## src/rtl/decode_pkg.sv

```systemverilog
// -----------------------------------------------------------------------------
// decode_pkg
// Shared definitions for the instruction-decode stage:
//   - width defaults (PC, data, register count, register index width)
//   - instruction field bit positions
//   - supported opcodes and ALU operation classes
//   - ctrl_t and decode_ctrl(), which map an opcode to its ID/EX control bits
// -----------------------------------------------------------------------------
package decode_pkg;

  localparam int PC_W_DEF   = 7;
  localparam int DATA_W_DEF = 32;
  localparam int REG_N_DEF  = 32;
  localparam int REG_AW     = 5;

  // Instruction field positions
  localparam int OP_MSB    = 31;
  localparam int OP_LSB    = 26;
  localparam int RS_MSB    = 25;
  localparam int RS_LSB    = 21;
  localparam int RT_MSB    = 20;
  localparam int RT_LSB    = 16;
  localparam int RD_MSB    = 15;
  localparam int RD_LSB    = 11;
  localparam int FUNCT_MSB = 5;
  localparam int IMM_MSB   = 15;

  // Supported opcodes
  localparam logic [5:0] OP_R    = 6'h00;
  localparam logic [5:0] OP_ADDI = 6'h08;
  localparam logic [5:0] OP_LW   = 6'h23;
  localparam logic [5:0] OP_SW   = 6'h2B;
  localparam logic [5:0] OP_BEQ  = 6'h04;
  localparam logic [5:0] OP_J    = 6'h02;

  // ALU operation classes handed to EX
  localparam logic [1:0] ALU_ADD   = 2'd0;
  localparam logic [1:0] ALU_RTYPE = 2'd2;

  // valid marks ops that have an EX-stage effect; everything else is a bubble
  typedef struct packed {
    logic              valid;
    logic              reg_write;
    logic              mem_read;
    logic              mem_write;
    logic              alu_src;
    logic [1:0]        alu_op;
    logic [REG_AW-1:0] dest;
  } ctrl_t;

  function automatic ctrl_t decode_ctrl(input logic [5:0]        op,
                                        input logic [REG_AW-1:0] rt,
                                        input logic [REG_AW-1:0] rd);
    ctrl_t c;
    c = '0;
    case (op)
      OP_R: begin
        c.valid     = 1'b1;
        c.reg_write = 1'b1;
        c.dest      = rd;
        c.alu_op    = ALU_RTYPE;
      end
      OP_ADDI: begin
        c.valid     = 1'b1;
        c.reg_write = 1'b1;
        c.alu_src   = 1'b1;
        c.dest      = rt;
        c.alu_op    = ALU_ADD;
      end
      OP_LW: begin
        c.valid     = 1'b1;
        c.reg_write = 1'b1;
        c.mem_read  = 1'b1;
        c.alu_src   = 1'b1;
        c.dest      = rt;
        c.alu_op    = ALU_ADD;
      end
      OP_SW: begin
        c.valid     = 1'b1;
        c.mem_write = 1'b1;
        c.alu_src   = 1'b1;
        c.alu_op    = ALU_ADD;
      end
      default: c = '0;
    endcase
    // r0 is hardwired, so a write aimed at it is dropped here
    c.reg_write = c.reg_write & (c.dest != {REG_AW{1'b0}});
    return c;
  endfunction

endpackage

```

## src/rtl/decode_if.sv

```systemverilog
// -----------------------------------------------------------------------------
// decode_if
// Bundle of every decode-stage signal except clk/rst.
//   Upstream/side inputs : enbl, pc_in, instr, wb_we/wb_addr/wb_data,
//                          mem_rd/mem_rw
//   Fetch feedback       : stall, br_take, br_target (combinational)
//   ID/EX register       : ex_* (registered)
// Modports: master = environment driving the stage, slave = decode_stage.
// -----------------------------------------------------------------------------
interface decode_if
  import decode_pkg::*;
#(
  parameter int PC_W   = PC_W_DEF,
  parameter int DATA_W = DATA_W_DEF
);
  logic              enbl;
  logic [PC_W-1:0]   pc_in;
  logic [DATA_W-1:0] instr;
  logic              wb_we;
  logic [REG_AW-1:0] wb_addr;
  logic [DATA_W-1:0] wb_data;
  logic [REG_AW-1:0] mem_rd;
  logic              mem_rw;

  logic              stall;
  logic              br_take;
  logic [PC_W-1:0]   br_target;

  logic [PC_W-1:0]   ex_pc;
  logic [DATA_W-1:0] ex_rs_data;
  logic [DATA_W-1:0] ex_rt_data;
  logic [DATA_W-1:0] ex_imm;
  logic [REG_AW-1:0] ex_rs;
  logic [REG_AW-1:0] ex_rt;
  logic [REG_AW-1:0] ex_dest;
  logic [5:0]        ex_funct;
  logic [1:0]        ex_alu_op;
  logic              ex_reg_write;
  logic              ex_mem_read;
  logic              ex_mem_write;
  logic              ex_alu_src;

  modport master (
    output enbl, pc_in, instr, wb_we, wb_addr, wb_data, mem_rd, mem_rw,
    input  stall, br_take, br_target,
    input  ex_pc, ex_rs_data, ex_rt_data, ex_imm, ex_rs, ex_rt, ex_dest,
    input  ex_funct, ex_alu_op, ex_reg_write, ex_mem_read, ex_mem_write,
    input  ex_alu_src
  );

  modport slave (
    input  enbl, pc_in, instr, wb_we, wb_addr, wb_data, mem_rd, mem_rw,
    output stall, br_take, br_target,
    output ex_pc, ex_rs_data, ex_rt_data, ex_imm, ex_rs, ex_rt, ex_dest,
    output ex_funct, ex_alu_op, ex_reg_write, ex_mem_read, ex_mem_write,
    output ex_alu_src
  );
endinterface

```

## src/rtl/decode_regfile.sv

```systemverilog
// -----------------------------------------------------------------------------
// decode_regfile
// REG_N x DATA_W register file, two combinational read ports, one write port.
// r0 always reads zero and is never written. Cleared by asynchronous reset.
// Optional feature (macro DECODE_BYPASS_EN): a read of the register being
// written this cycle returns the write data directly.
// Ports:
//   clk_i, rst_i            clock, asynchronous active-high reset
//   we_i, waddr_i, wdata_i  write port (write on rising edge)
//   raddr_a_i / rdata_a_o   read port A
//   raddr_b_i / rdata_b_o   read port B
// -----------------------------------------------------------------------------
module decode_regfile
  import decode_pkg::*;
#(
  parameter int DATA_W = DATA_W_DEF,
  parameter int REG_N  = REG_N_DEF,
  localparam int AW    = $clog2(REG_N)
) (
  input  logic              clk_i,
  input  logic              rst_i,
  input  logic              we_i,
  input  logic [AW-1:0]     waddr_i,
  input  logic [DATA_W-1:0] wdata_i,
  input  logic [AW-1:0]     raddr_a_i,
  input  logic [AW-1:0]     raddr_b_i,
  output logic [DATA_W-1:0] rdata_a_o,
  output logic [DATA_W-1:0] rdata_b_o
);

  logic [DATA_W-1:0] regs_q [REG_N];

  // Register storage: cleared on reset, written on rising edge except r0
  always_ff @(posedge clk_i or posedge rst_i) begin
    if (rst_i) begin
      for (int i = 0; i < REG_N; i++) begin
        regs_q[i] <= {DATA_W{1'b0}};
      end
    end else if (we_i && (waddr_i != {AW{1'b0}})) begin
      regs_q[waddr_i] <= wdata_i;
    end
  end

  // Read ports with r0 forced to zero and optional write-through bypass
  always_comb begin
    rdata_a_o = {DATA_W{1'b0}};
    rdata_b_o = {DATA_W{1'b0}};
    if (raddr_a_i != {AW{1'b0}}) begin
      rdata_a_o = regs_q[raddr_a_i];
    end else begin
      rdata_a_o = {DATA_W{1'b0}};
    end
    if (raddr_b_i != {AW{1'b0}}) begin
      rdata_b_o = regs_q[raddr_b_i];
    end else begin
      rdata_b_o = {DATA_W{1'b0}};
    end
`ifdef DECODE_BYPASS_EN
    if (we_i && (waddr_i != {AW{1'b0}}) && (waddr_i == raddr_a_i)) begin
      rdata_a_o = wdata_i;
    end else begin
      rdata_a_o = rdata_a_o;
    end
    if (we_i && (waddr_i != {AW{1'b0}}) && (waddr_i == raddr_b_i)) begin
      rdata_b_o = wdata_i;
    end else begin
      rdata_b_o = rdata_b_o;
    end
`endif
  end

endmodule

```

## src/rtl/decode_stage.sv

```systemverilog
// -----------------------------------------------------------------------------
// decode_stage
// Instruction-decode stage of the 5-stage pipeline.
//   - decodes R/ADDI/LW/SW into the ID/EX register (one cycle latency);
//     BEQ, J and unknown opcodes enter EX as bubbles
//   - resolves BEQ/J here and returns br_take/br_target to fetch
//   - detects load-use and branch-operand hazards and raises stall
//   - squashes the instruction following a taken branch/jump
// Ports:
//   clk, rst   clock, asynchronous active-high reset
//   bus        decode_if.slave (inputs from fetch/WB/MEM, fetch feedback,
//              ID/EX outputs)
// Optional feature macro: DECODE_BYPASS_EN. When defined the register file
// forwards same-cycle write-back data; when undefined a write-back to a used
// source register stalls decode for one cycle instead.
// -----------------------------------------------------------------------------
module decode_stage
  import decode_pkg::*;
#(
  parameter int PC_W   = PC_W_DEF,
  parameter int DATA_W = DATA_W_DEF,
  parameter int REG_N  = REG_N_DEF
) (
  input  logic     clk,
  input  logic     rst,
  decode_if.slave  bus
);

  // Instruction fields
  logic [5:0]        op_s;
  logic [REG_AW-1:0] rs_s;
  logic [REG_AW-1:0] rt_s;
  logic [REG_AW-1:0] rd_s;
  logic [15:0]       imm_s;
  ctrl_t             ctrl_s;

  assign op_s   = bus.instr[OP_MSB:OP_LSB];
  assign rs_s   = bus.instr[RS_MSB:RS_LSB];
  assign rt_s   = bus.instr[RT_MSB:RT_LSB];
  assign rd_s   = bus.instr[RD_MSB:RD_LSB];
  assign imm_s  = bus.instr[IMM_MSB:0];
  assign ctrl_s = decode_ctrl(op_s, rt_s, rd_s);

  // Register file
  logic [DATA_W-1:0] rs_data_s;
  logic [DATA_W-1:0] rt_data_s;

  decode_regfile #(
    .DATA_W (DATA_W),
    .REG_N  (REG_N)
  ) u_regfile (
    .clk_i     (clk),
    .rst_i     (rst),
    .we_i      (bus.enbl & bus.wb_we),
    .waddr_i   (bus.wb_addr),
    .wdata_i   (bus.wb_data),
    .raddr_a_i (rs_s),
    .raddr_b_i (rt_s),
    .rdata_a_o (rs_data_s),
    .rdata_b_o (rt_data_s)
  );

  // ID/EX register and squash flag
  logic [PC_W-1:0]   ex_pc_q,        ex_pc_d;
  logic [DATA_W-1:0] ex_rs_data_q,   ex_rs_data_d;
  logic [DATA_W-1:0] ex_rt_data_q,   ex_rt_data_d;
  logic [DATA_W-1:0] ex_imm_q,       ex_imm_d;
  logic [REG_AW-1:0] ex_rs_q,        ex_rs_d;
  logic [REG_AW-1:0] ex_rt_q,        ex_rt_d;
  logic [REG_AW-1:0] ex_dest_q,      ex_dest_d;
  logic [5:0]        ex_funct_q,     ex_funct_d;
  logic [1:0]        ex_alu_op_q,    ex_alu_op_d;
  logic              ex_reg_write_q, ex_reg_write_d;
  logic              ex_mem_read_q,  ex_mem_read_d;
  logic              ex_mem_write_q, ex_mem_write_d;
  logic              ex_alu_src_q,   ex_alu_src_d;
  logic              squash_q;

  // Hazard and branch signals
  logic              is_beq_s;
  logic              is_j_s;
  logic              use_rs_s;
  logic              use_rt_s;
  logic              load_use_s;
  logic              br_haz_s;
  logic              wb_haz_s;
  logic              stall_s;
  logic              br_take_s;
  logic [PC_W-1:0]   br_target_s;

  assign is_beq_s = (op_s == OP_BEQ);
  assign is_j_s   = (op_s == OP_J);
  // rs is read by every op except J; rt only by R, SW and BEQ
  assign use_rs_s = ctrl_s.valid | is_beq_s;
  assign use_rt_s = (op_s == OP_R) | (op_s == OP_SW) | is_beq_s;

  // Hazard detection, stall and branch resolution
  always_comb begin
    load_use_s = ex_mem_read_q && (ex_dest_q != {REG_AW{1'b0}}) &&
                 ((ex_dest_q == rs_s) || (use_rt_s && (ex_dest_q == rt_s)));

    // ex_reg_write_q already implies ex_dest_q != 0
    br_haz_s   = is_beq_s &&
                 ((ex_reg_write_q && ((ex_dest_q == rs_s) || (ex_dest_q == rt_s))) ||
                  (bus.mem_rw && (bus.mem_rd != {REG_AW{1'b0}}) &&
                   ((bus.mem_rd == rs_s) || (bus.mem_rd == rt_s))));

`ifdef DECODE_BYPASS_EN
    wb_haz_s   = 1'b0;
`else
    // Without forwarding, wait one cycle so the register file holds the value
    wb_haz_s   = bus.wb_we && (bus.wb_addr != {REG_AW{1'b0}}) &&
                 ((use_rs_s && (bus.wb_addr == rs_s)) ||
                  (use_rt_s && (bus.wb_addr == rt_s)));
`endif

    // A squashed slot gets no hazard or branch evaluation at all
    if (rst || squash_q) begin
      stall_s   = 1'b0;
      br_take_s = 1'b0;
    end else begin
      stall_s   = load_use_s | br_haz_s | wb_haz_s;
      br_take_s = !stall_s &&
                  (is_j_s || (is_beq_s && (rs_data_s == rt_data_s)));
    end

    if (is_j_s) begin
      br_target_s = bus.instr[PC_W-1:0];
    end else begin
      br_target_s = bus.pc_in + {{(PC_W-1){1'b0}}, 1'b1} + bus.instr[PC_W-1:0];
    end
  end

  // Next ID/EX contents: decoded op or an all-zero bubble
  always_comb begin
    ex_pc_d        = {PC_W{1'b0}};
    ex_rs_data_d   = {DATA_W{1'b0}};
    ex_rt_data_d   = {DATA_W{1'b0}};
    ex_imm_d       = {DATA_W{1'b0}};
    ex_rs_d        = {REG_AW{1'b0}};
    ex_rt_d        = {REG_AW{1'b0}};
    ex_dest_d      = {REG_AW{1'b0}};
    ex_funct_d     = 6'd0;
    ex_alu_op_d    = 2'd0;
    ex_reg_write_d = 1'b0;
    ex_mem_read_d  = 1'b0;
    ex_mem_write_d = 1'b0;
    ex_alu_src_d   = 1'b0;
    if (ctrl_s.valid && !squash_q && !stall_s) begin
      ex_pc_d        = bus.pc_in;
      ex_rs_data_d   = rs_data_s;
      ex_rt_data_d   = rt_data_s;
      ex_imm_d       = {{(DATA_W-16){imm_s[15]}}, imm_s};
      ex_rs_d        = rs_s;
      ex_rt_d        = rt_s;
      ex_dest_d      = ctrl_s.dest;
      ex_funct_d     = (op_s == OP_R) ? bus.instr[FUNCT_MSB:0] : 6'd0;
      ex_alu_op_d    = ctrl_s.alu_op;
      ex_reg_write_d = ctrl_s.reg_write;
      ex_mem_read_d  = ctrl_s.mem_read;
      ex_mem_write_d = ctrl_s.mem_write;
      ex_alu_src_d   = ctrl_s.alu_src;
    end else begin
      ex_reg_write_d = 1'b0;
      ex_mem_read_d  = 1'b0;
      ex_mem_write_d = 1'b0;
      ex_alu_src_d   = 1'b0;
    end
  end

  // ID/EX register and squash flag; enbl=0 freezes everything
  always_ff @(posedge clk or posedge rst) begin
    if (rst) begin
      ex_pc_q        <= {PC_W{1'b0}};
      ex_rs_data_q   <= {DATA_W{1'b0}};
      ex_rt_data_q   <= {DATA_W{1'b0}};
      ex_imm_q       <= {DATA_W{1'b0}};
      ex_rs_q        <= {REG_AW{1'b0}};
      ex_rt_q        <= {REG_AW{1'b0}};
      ex_dest_q      <= {REG_AW{1'b0}};
      ex_funct_q     <= 6'd0;
      ex_alu_op_q    <= 2'd0;
      ex_reg_write_q <= 1'b0;
      ex_mem_read_q  <= 1'b0;
      ex_mem_write_q <= 1'b0;
      ex_alu_src_q   <= 1'b0;
      squash_q       <= 1'b0;
    end else if (bus.enbl) begin
      ex_pc_q        <= ex_pc_d;
      ex_rs_data_q   <= ex_rs_data_d;
      ex_rt_data_q   <= ex_rt_data_d;
      ex_imm_q       <= ex_imm_d;
      ex_rs_q        <= ex_rs_d;
      ex_rt_q        <= ex_rt_d;
      ex_dest_q      <= ex_dest_d;
      ex_funct_q     <= ex_funct_d;
      ex_alu_op_q    <= ex_alu_op_d;
      ex_reg_write_q <= ex_reg_write_d;
      ex_mem_read_q  <= ex_mem_read_d;
      ex_mem_write_q <= ex_mem_write_d;
      ex_alu_src_q   <= ex_alu_src_d;
      squash_q       <= br_take_s;
    end
  end

  assign bus.stall        = stall_s;
  assign bus.br_take      = br_take_s;
  assign bus.br_target    = br_target_s;
  assign bus.ex_pc        = ex_pc_q;
  assign bus.ex_rs_data   = ex_rs_data_q;
  assign bus.ex_rt_data   = ex_rt_data_q;
  assign bus.ex_imm       = ex_imm_q;
  assign bus.ex_rs        = ex_rs_q;
  assign bus.ex_rt        = ex_rt_q;
  assign bus.ex_dest      = ex_dest_q;
  assign bus.ex_funct     = ex_funct_q;
  assign bus.ex_alu_op    = ex_alu_op_q;
  assign bus.ex_reg_write = ex_reg_write_q;
  assign bus.ex_mem_read  = ex_mem_read_q;
  assign bus.ex_mem_write = ex_mem_write_q;
  assign bus.ex_alu_src   = ex_alu_src_q;

endmodule

```

## src/flat_wrapper.sv

```systemverilog
// flat-port wrapper written by rule: the top's interface ports become plain ports
module decode_stage_flat import decode_pkg::*;
#(
  parameter int PC_W   = PC_W_DEF,
  parameter int DATA_W = DATA_W_DEF,
  parameter int REG_N  = REG_N_DEF
)
  (clk, rst, bus_enbl, bus_pc_in, bus_instr, bus_wb_we, bus_wb_addr, bus_wb_data, bus_mem_rd, bus_mem_rw, bus_stall, bus_br_take, bus_br_target, bus_ex_pc, bus_ex_rs_data, bus_ex_rt_data, bus_ex_imm, bus_ex_rs, bus_ex_rt, bus_ex_dest, bus_ex_funct, bus_ex_alu_op, bus_ex_reg_write, bus_ex_mem_read, bus_ex_mem_write, bus_ex_alu_src);
  decode_if #(.PC_W(PC_W), .DATA_W(DATA_W)) bus_i ();
  input  logic clk;
  input  logic rst;
  input wire logic [$bits(bus_i.enbl)-1:0] bus_enbl;
  input wire logic [$bits(bus_i.pc_in)-1:0] bus_pc_in;
  input wire logic [$bits(bus_i.instr)-1:0] bus_instr;
  input wire logic [$bits(bus_i.wb_we)-1:0] bus_wb_we;
  input wire logic [$bits(bus_i.wb_addr)-1:0] bus_wb_addr;
  input wire logic [$bits(bus_i.wb_data)-1:0] bus_wb_data;
  input wire logic [$bits(bus_i.mem_rd)-1:0] bus_mem_rd;
  input wire logic [$bits(bus_i.mem_rw)-1:0] bus_mem_rw;
  output wire logic [$bits(bus_i.stall)-1:0] bus_stall;
  output wire logic [$bits(bus_i.br_take)-1:0] bus_br_take;
  output wire logic [$bits(bus_i.br_target)-1:0] bus_br_target;
  output wire logic [$bits(bus_i.ex_pc)-1:0] bus_ex_pc;
  output wire logic [$bits(bus_i.ex_rs_data)-1:0] bus_ex_rs_data;
  output wire logic [$bits(bus_i.ex_rt_data)-1:0] bus_ex_rt_data;
  output wire logic [$bits(bus_i.ex_imm)-1:0] bus_ex_imm;
  output wire logic [$bits(bus_i.ex_rs)-1:0] bus_ex_rs;
  output wire logic [$bits(bus_i.ex_rt)-1:0] bus_ex_rt;
  output wire logic [$bits(bus_i.ex_dest)-1:0] bus_ex_dest;
  output wire logic [$bits(bus_i.ex_funct)-1:0] bus_ex_funct;
  output wire logic [$bits(bus_i.ex_alu_op)-1:0] bus_ex_alu_op;
  output wire logic [$bits(bus_i.ex_reg_write)-1:0] bus_ex_reg_write;
  output wire logic [$bits(bus_i.ex_mem_read)-1:0] bus_ex_mem_read;
  output wire logic [$bits(bus_i.ex_mem_write)-1:0] bus_ex_mem_write;
  output wire logic [$bits(bus_i.ex_alu_src)-1:0] bus_ex_alu_src;
  assign bus_i.enbl = bus_enbl;
  assign bus_i.pc_in = bus_pc_in;
  assign bus_i.instr = bus_instr;
  assign bus_i.wb_we = bus_wb_we;
  assign bus_i.wb_addr = bus_wb_addr;
  assign bus_i.wb_data = bus_wb_data;
  assign bus_i.mem_rd = bus_mem_rd;
  assign bus_i.mem_rw = bus_mem_rw;
  assign bus_stall = bus_i.stall;
  assign bus_br_take = bus_i.br_take;
  assign bus_br_target = bus_i.br_target;
  assign bus_ex_pc = bus_i.ex_pc;
  assign bus_ex_rs_data = bus_i.ex_rs_data;
  assign bus_ex_rt_data = bus_i.ex_rt_data;
  assign bus_ex_imm = bus_i.ex_imm;
  assign bus_ex_rs = bus_i.ex_rs;
  assign bus_ex_rt = bus_i.ex_rt;
  assign bus_ex_dest = bus_i.ex_dest;
  assign bus_ex_funct = bus_i.ex_funct;
  assign bus_ex_alu_op = bus_i.ex_alu_op;
  assign bus_ex_reg_write = bus_i.ex_reg_write;
  assign bus_ex_mem_read = bus_i.ex_mem_read;
  assign bus_ex_mem_write = bus_i.ex_mem_write;
  assign bus_ex_alu_src = bus_i.ex_alu_src;
  decode_stage #(.PC_W(PC_W), .DATA_W(DATA_W), .REG_N(REG_N)) u_core (.clk(clk), .rst(rst), .bus(bus_i));
endmodule
```

## config.mk

```make
export PLATFORM = sky130hd
export DESIGN_NAME = decode_stage_flat
export DESIGN_NICKNAME = d
export VERILOG_FILES = /design/src/rtl/decode_pkg.sv /design/src/rtl/decode_if.sv /design/src/rtl/decode_regfile.sv /design/src/rtl/decode_stage.sv /design/src/flat_wrapper.sv
export SDC_FILE = /design/constraint.sdc
export NUM_CORES = 2
export LEC_CHECK = 0
export BUFFER_PORTS_ARGS = -buffer_cell sky130_fd_sc_hd__buf_2
export CORE_AREA = 2 2 438 353
export CTS_CLUSTER_DIAMETER = 30
export DETAILED_ROUTE_END_ITERATION = 7
export DIE_AREA = 0 0 440 355
export SLEW_MARGIN = 25
export SYNTH_ARGS = -nofsm -noshare
export SYNTH_HDL_FRONTEND = slang
export SYNTH_SLANG_ARGS = --single-unit
```

## constraint.sdc

```tcl
create_clock -name clk -period 70.5 [get_ports clk]
set_input_delay 0 -clock clk [delete_from_list [all_inputs] [get_ports clk]]
set_output_delay 0 -clock clk [all_outputs]
set_load 0.03 [all_outputs]
```

Word level (Yosys, flattened, before mapping)
Index checks and enable logic that the tools add are counted.
Storage, ports and cells
  flip-flop bits (word level): 1155
Cells by class
  muxes and demuxes: 35
  equality and inequality tests: 12
  order comparisons: 4
  bitwise gates (word level): 10
  add/subtract/negate cells: 2
  reductions and logical operators: 38
Operators with widths (count)
  1024-bit bitwise mux: 1
  32-bit binary-select mux with 5-bit select: 2
  32-bit two-way mux: 10
  32-bit demux with 5-bit select: 1
  32-bit equality test: 1
  5-bit equality test: 6
  5-bit nonzero test: 6
  6-bit >= comparator, second input constant: 3
  5-bit NOT with 6-bit output: 3
  1-bit logical AND: 17
  5-bit two-way mux: 3
  7-bit two-way mux: 2
  6-bit equality test, second input constant: 2
  6-bit two-way mux: 2
  1-bit two-way mux: 11
  5-bit one-hot mux with 2 select lines: 1
  7-bit by 1-bit adder with 7-bit output, second input constant: 1
  7-bit adder: 1
  1-bit logical OR: 7
  6-bit by 2-bit equality test with 1-bit output, second input constant: 1
  6-bit by 3-bit equality test with 1-bit output, second input constant: 1
  6-bit by 4-bit equality test with 1-bit output, second input constant: 1
  6-bit zero test: 1
  6-bit by 1-bit < comparator with 1-bit output, second input constant: 1
  7 further kinds: 16

Depth between registers and ports, before layout
  depth after elaboration: 12
  mapped depth: 15

Cells and area by module
A second synthesis with hierarchy kept.
Unflattened totals
  cell total of the unflattened synthesis: 4092
  area total of the unflattened synthesis: 60282.8 µm²
By module, submodules not included
  decode_regfile: area each 54726.2 µm², cells an instance 3614, times used 1, seq. area each 25624.6 µm²
  decode_stage: area each 5556.6 µm², cells an instance 478, times used 1, seq. area each 2852.7 µm²

Least setup slack after synthesis
Ideal clock, no wire load.
  path type: input to output
  start: input port rst
  end: output port bus_br_take
  path slack: 44.393 ns
  arrival: 26.107 ns
  path buffers: 0
  cell stages on the path: 3
  cell sequence: inv_1 nand4b_1 nand2_1
On the way
  longest elaborated chain between the ends: 2
Ends and longest elaborated chain
  from (decl): line flat_wrapper.sv:11  | input logic rst;
  1-bit logical OR: line decode_stage.sv:118  | if (rst || squash_q) begin
  1-bit two-way mux: line decode_stage.sv:118
  to (decl): line flat_wrapper.sv:21  | output wire logic [$bits(bus_i.br_take)-1:0] bus_br_take;
Every way passes these cells.

Worst setup path after layout
  start: input port bus_instr[21]
  end: output port bus_br_take
On the way
  longest elaborated chain between the ends: 10
  elaborated cells on any way between the ends: 28
  those cells by class: eq/ne (4); mux (5); bitwise (3); reduce/logical (16)
Ends and longest elaborated chain
  from (decl): line flat_wrapper.sv:14  | input wire logic [$bits(bus_i.instr)-1:0] bus_instr;
  5-bit NOT with 6-bit output (not written as such) (tied with other cells): line decode_regfile.sv:49  | rdata_a_o = regs_q[raddr_a_i];
  32-bit binary-select mux with 5-bit select (tied with other cells): line decode_regfile.sv:49
  32-bit two-way mux (not written as such) (tied with other cells): line decode_regfile.sv:49
  32-bit two-way mux (not written as such) / 1-bit logical OR (equally long branches): line decode_regfile.sv:49, decode_stage.sv:104
  32-bit two-way mux / 1-bit logical AND (equally long branches): line decode_regfile.sv:48, decode_stage.sv:103
  32-bit equality test / 1-bit OR (equally long branches): line decode_stage.sv:124, decode_stage.sv:122
  1-bit logical AND / 1-bit OR (equally long branches): line decode_stage.sv:124, decode_stage.sv:122
  1-bit logical OR / 1-bit zero test (equally long branches): line decode_stage.sv:124, decode_stage.sv:123
  1-bit logical AND *: line decode_stage.sv:123  | br_take_s = !stall_s &&
  1-bit two-way mux *: line decode_stage.sv:118
Every way passes the cells marked *; elsewhere a longest branch is shown, timed or not. The select of a mux whose other input is x is not followed.

==> flow_summary_export.csv <==
group,metric,value,unit
logic_synthesis,ys_seq_elements,1138,
global_routing,antenna_found_initial,6,
power,p_leak,32.58,nW
die,row_count,128,
layout,drive_gt1_share,47.97,%
logic_synthesis,syn_nets,4294,
logic_synthesis,synthSimpleGateAreaFrac,2.564,%
power,p_int,0.001590,W
power,power_density,30.08,nW/um2
layout,area_delta_synth_final,18.72,%
logic_synthesis,synthMuxAreaShare,38.01,%
drt,wire_per_inst,32.54,um
critical_path,reg2reg_slack,66280,ps
die,io_pins,225,
clocking,cts_buffers,211,
drt,drt-initial-drc-count,4332,
flow_run,cap_violations,0,
die,design.die.area,156200,um2
logic_synthesis,synth-edff-count,0,
critical_path,crit_path_start_kind,"input port",
logic_synthesis,synth_common_cells,"dfrtp_1 (1138), mux2_2 (1048), mux4_2 (367)",
clocking,cts_max_level,4,
global_routing,grt_pass1_wl,308800,um
logic_synthesis,synthMostInstantiatedCell,"dfrtp_1",
logic_synthesis,synth_adder_area_share,0.1577,%
power,pwr-share-seq,36.5,%
sta,fmax,0.1345,GHz
sta,setup_viol,0,
logic_synthesis,syn_inst,4201,
clocking,tritoncts,"yes",
logic_synthesis,netlist.top_cell.by_area,"dfrtp_1",
global_routing,grt_use_total,27.24,%
global_routing,grt_pass1_vias,42052,
power,swShare,26.18,%
sta,maxSlewViolCount,0,
critical_path,cp_cell_sequence,"dlygate4sd3_1, buf_8, buf_4, buf_4, buf_4, mux4_2, mux2_2, a221o_1, nand3_1, xor2_1, nand3_1, nor4_1, nand4_1, nand2_1, buf_2",
logic_synthesis,ys_top_cells_by_area,"dfrtp_1 (47%), mux2_2 (20%), mux4_2 (14%)",
power,ir_worst_vdd,0.00002721,V
sta,skew,31.02,ps
worst_hold_path,min-delay-start,"bus_instr[1]",
critical_path,reg2reg_to,"u_core.squash_q$_DFFE_PP0P_",
critical_path,arrival,7440,ps
logic_synthesis,synth-main-ff-cell,"dfrtp_1",
sta,hold_violations,0,
power,power,0.002154,W
worst_hold_path,hold_end,"u_core.bus.ex_funct[1]$_DFFE_PP0P_",
power,p_sw,0.0005638,W
placed_design,io_buffers,223,
logic_synthesis,synth-seq-area-share,47.22,%
layout,finalNetCount,4481,
sta,relSlewSlack,19.77,%
critical_path,critical_path.top_delay_family,"buffers and inverters",
clocking,cts_buffer_depth,3,
clocking,clk_latency,840,ps
status,status,"complete, no violations",
sta,period_needed,7435,ps
die,die_w,440,um
drt,wirelength,214500,um
logic_synthesis,synth_compound_area_share,6.819,%
drt,drc,0,
logic_synthesis,async_flop_share,100.0,%
global_routing,grt_max_degree,182,
drt,via_count,41722,
worst_hold_path,hp-class,"input port to register",
logic_synthesis,synthXorXnorAreaFrac,0.9585,%
critical_path,worstPathMaxFanout,51,
layout,utilization,47.21,%
logic_synthesis,netlist_area,60310,um2
clocking,cts.sinks,1138,
critical_path,slowest_stage,"nor4_1",
power,clock_power_share,50.3,%
sta,rsz0062_at_grt,"false",
clocking,post_cts_buffers,0,
placed_design,dpl.hpwl,122300,um
sta,holdWs,54.60,ps
logic_synthesis,yosysTopAreaCellShare,47.22,%
sta,period_share,10.55,%
power,comb_power_share,13.2,%
logic_synthesis,synth_cell_type_count,72,
critical_path,r2r_cells,9,
die,coreArea,151700,um2
global_routing,grt-ovfl-total,0,
logic_synthesis,yosys_warnings,0,
critical_path,critPathRequiredTime,70500,ps
sta,tightest_slew,1193,ps
logic_synthesis,synth_area_per_cell,14.36,um2
worst_hold_path,hold_depth,3,
die,initial_core_util,39.77,%
critical_path,max_stage_delay,1010,ps
drt,vias_per_cell,6.330,
critical_path,cp-end-kind,"primary output",
critical_path,path_common_cell,"buf_4",
clocking,cts_root_buf,"clkbuf_16",
drt,drtPass1Iterations,6,
drt,ant_nets,0,
placed_design,globalplace.congestion,0.8394,
die,die_y,355,um
sta,finalSetupTns,0,ps
clocking,clkSlewWorstSetupHoldPaths,50,ps
logic_synthesis,synth_top_family_by_area,"multiplexers",
critical_path,critPathBufInv,6,
layout,fin_area,71600,um2
critical_path,rr_startpoint,"u_core.u_regfile.regs_q[789]$_DFFE_PP0P_",
placed_design,place_area,62620,um2
critical_path,path_class,"input port to primary output",
## stage by stage
step / worst slack, ps / cells
global placement: 63690 / 6063
global route: 62930 / 6589
CTS: 63320 / 6585
detailed placement: 63940 / 6066
floorplan: 38430 / 4201
finish: 63060 / 6591
## power groups by stage
| stage | sequential [W] | combinational (W) | clock [W] |
|---|---|---|---|
| final | 0.000787 | 0.000284 | 0.00108 |
| after global placement | 0.000790 | 0.000271 | 0 |
| after detailed placement | 0.000794 | 0.000276 | 0 |
| after CTS | 0.000784 | 0.000282 | 0.00109 |
| after floorplan | 0.000780 | 0.000213 | 0 |
| after global routing | 0.000795 | 0.000302 | 0.00113 |
## cell families (layout without fill, tap and decap cells)
kind of cell / count (synthesis) / in the layout
mux: 1684 / 1684
flops: 1138 / 1138
compound gates: 505 / 505
buf+inv: 500 / 873
simple gates: 300 / 300
xor+xnor: 66 / 66
fa+ha+maj: 7 / 7
other cells: 1 / 3
## final cells by class
class,count,area [um2]
timing repair buffer,458,3392
sequential,1138,28480
clock buffer,261,5781
inverter,16,72.57
clock inverter,138,1894
tap,2015,2521
multi-input combinational,2563,29460
fill,13047,80060
antenna,2,5.005
## what timing repair did
| item | 4_1_cts | 5_1_grt |
|---|---|---|
| hold endpoints to repair | 1167 | 33 |
| hold buffers | 120 | 1 |
| resized for setup | 0 | 0 |
| setup endpoints to repair | 0 | 0 |
## worst max path at each step
stage | startpoint | to | slack (ps) | depth (start not counted)
after floorplan | rst | u_core.bus.ex_alu_op[1]$_DFFE_PP0P_ | 38430 | 1
after global placement | bus_instr[21] | bus_br_take | 63690 | 14
after detailed placement | bus_instr[21] | bus_br_take | 63940 | 14
after CTS | bus_instr[21] | bus_br_take | 63320 | 15
after global routing | bus_instr[21] | bus_br_take | 62930 | 15
final | bus_instr[21] | bus_br_take | 63060 | 15
## metal layers
metal	vias up	part of all wire, %	routed length, um	track usage [%]
met3	441	8.8	18840	6.026
met5	-	0	0	0
met4	0	3.7	7896	10.05
met1	22413	42	90280	38.07
li1	16707	-	-	-
met2	2161	45	97450	41.61
## placed cells by master, fill, tap and decap left out, types with 28 or more instances in the layout
master,instances
a211o_1,31
a211oi_1,40
a21oi_1,34
a221oi_1,28
a22o_1,109
buf_2,218
buf_4,100
bufinv_16,34
clkbuf_16,213
clkinv_2,34
dfrtp_1,1138
dlygate4sd3_1,121
mux2_2,1048
mux2i_1,259
mux4_2,367
nand2_1,49
nand3_1,37
nor2_1,52
o221ai_1,100
o22ai_1,28
o2bb2ai_1,48
xnor2_1,42
## tightest hold or removal path: cells and delay by family
| family | cells | cell delay, ps |
|---|---|---|
| buffers and inverters | 2 | 700 |
| AOI/OAI and AO/OA | 1 | 140 |
## sequential cells by signal, summed over array words and instances (netlist names)
name / cells
u_core.bus.ex_funct: 6
u_core.squash_q: 1
u_core.u_regfile.regs_q: 1024
u_core.bus.ex_alu_src: 1
u_core.bus.ex_dest: 5
u_core.bus.ex_alu_op: 1
u_core.bus.ex_rs: 5
u_core.bus.ex_imm: 16
u_core.bus.ex_mem_write: 1
u_core.bus.ex_mem_read: 1
u_core.bus.ex_rs_data: 32
u_core.bus.ex_rt: 5
u_core.bus.ex_pc: 7
u_core.bus.ex_reg_write: 1
u_core.bus.ex_rt_data: 32
No activity file was read; power rests on OpenSTA's default activity.
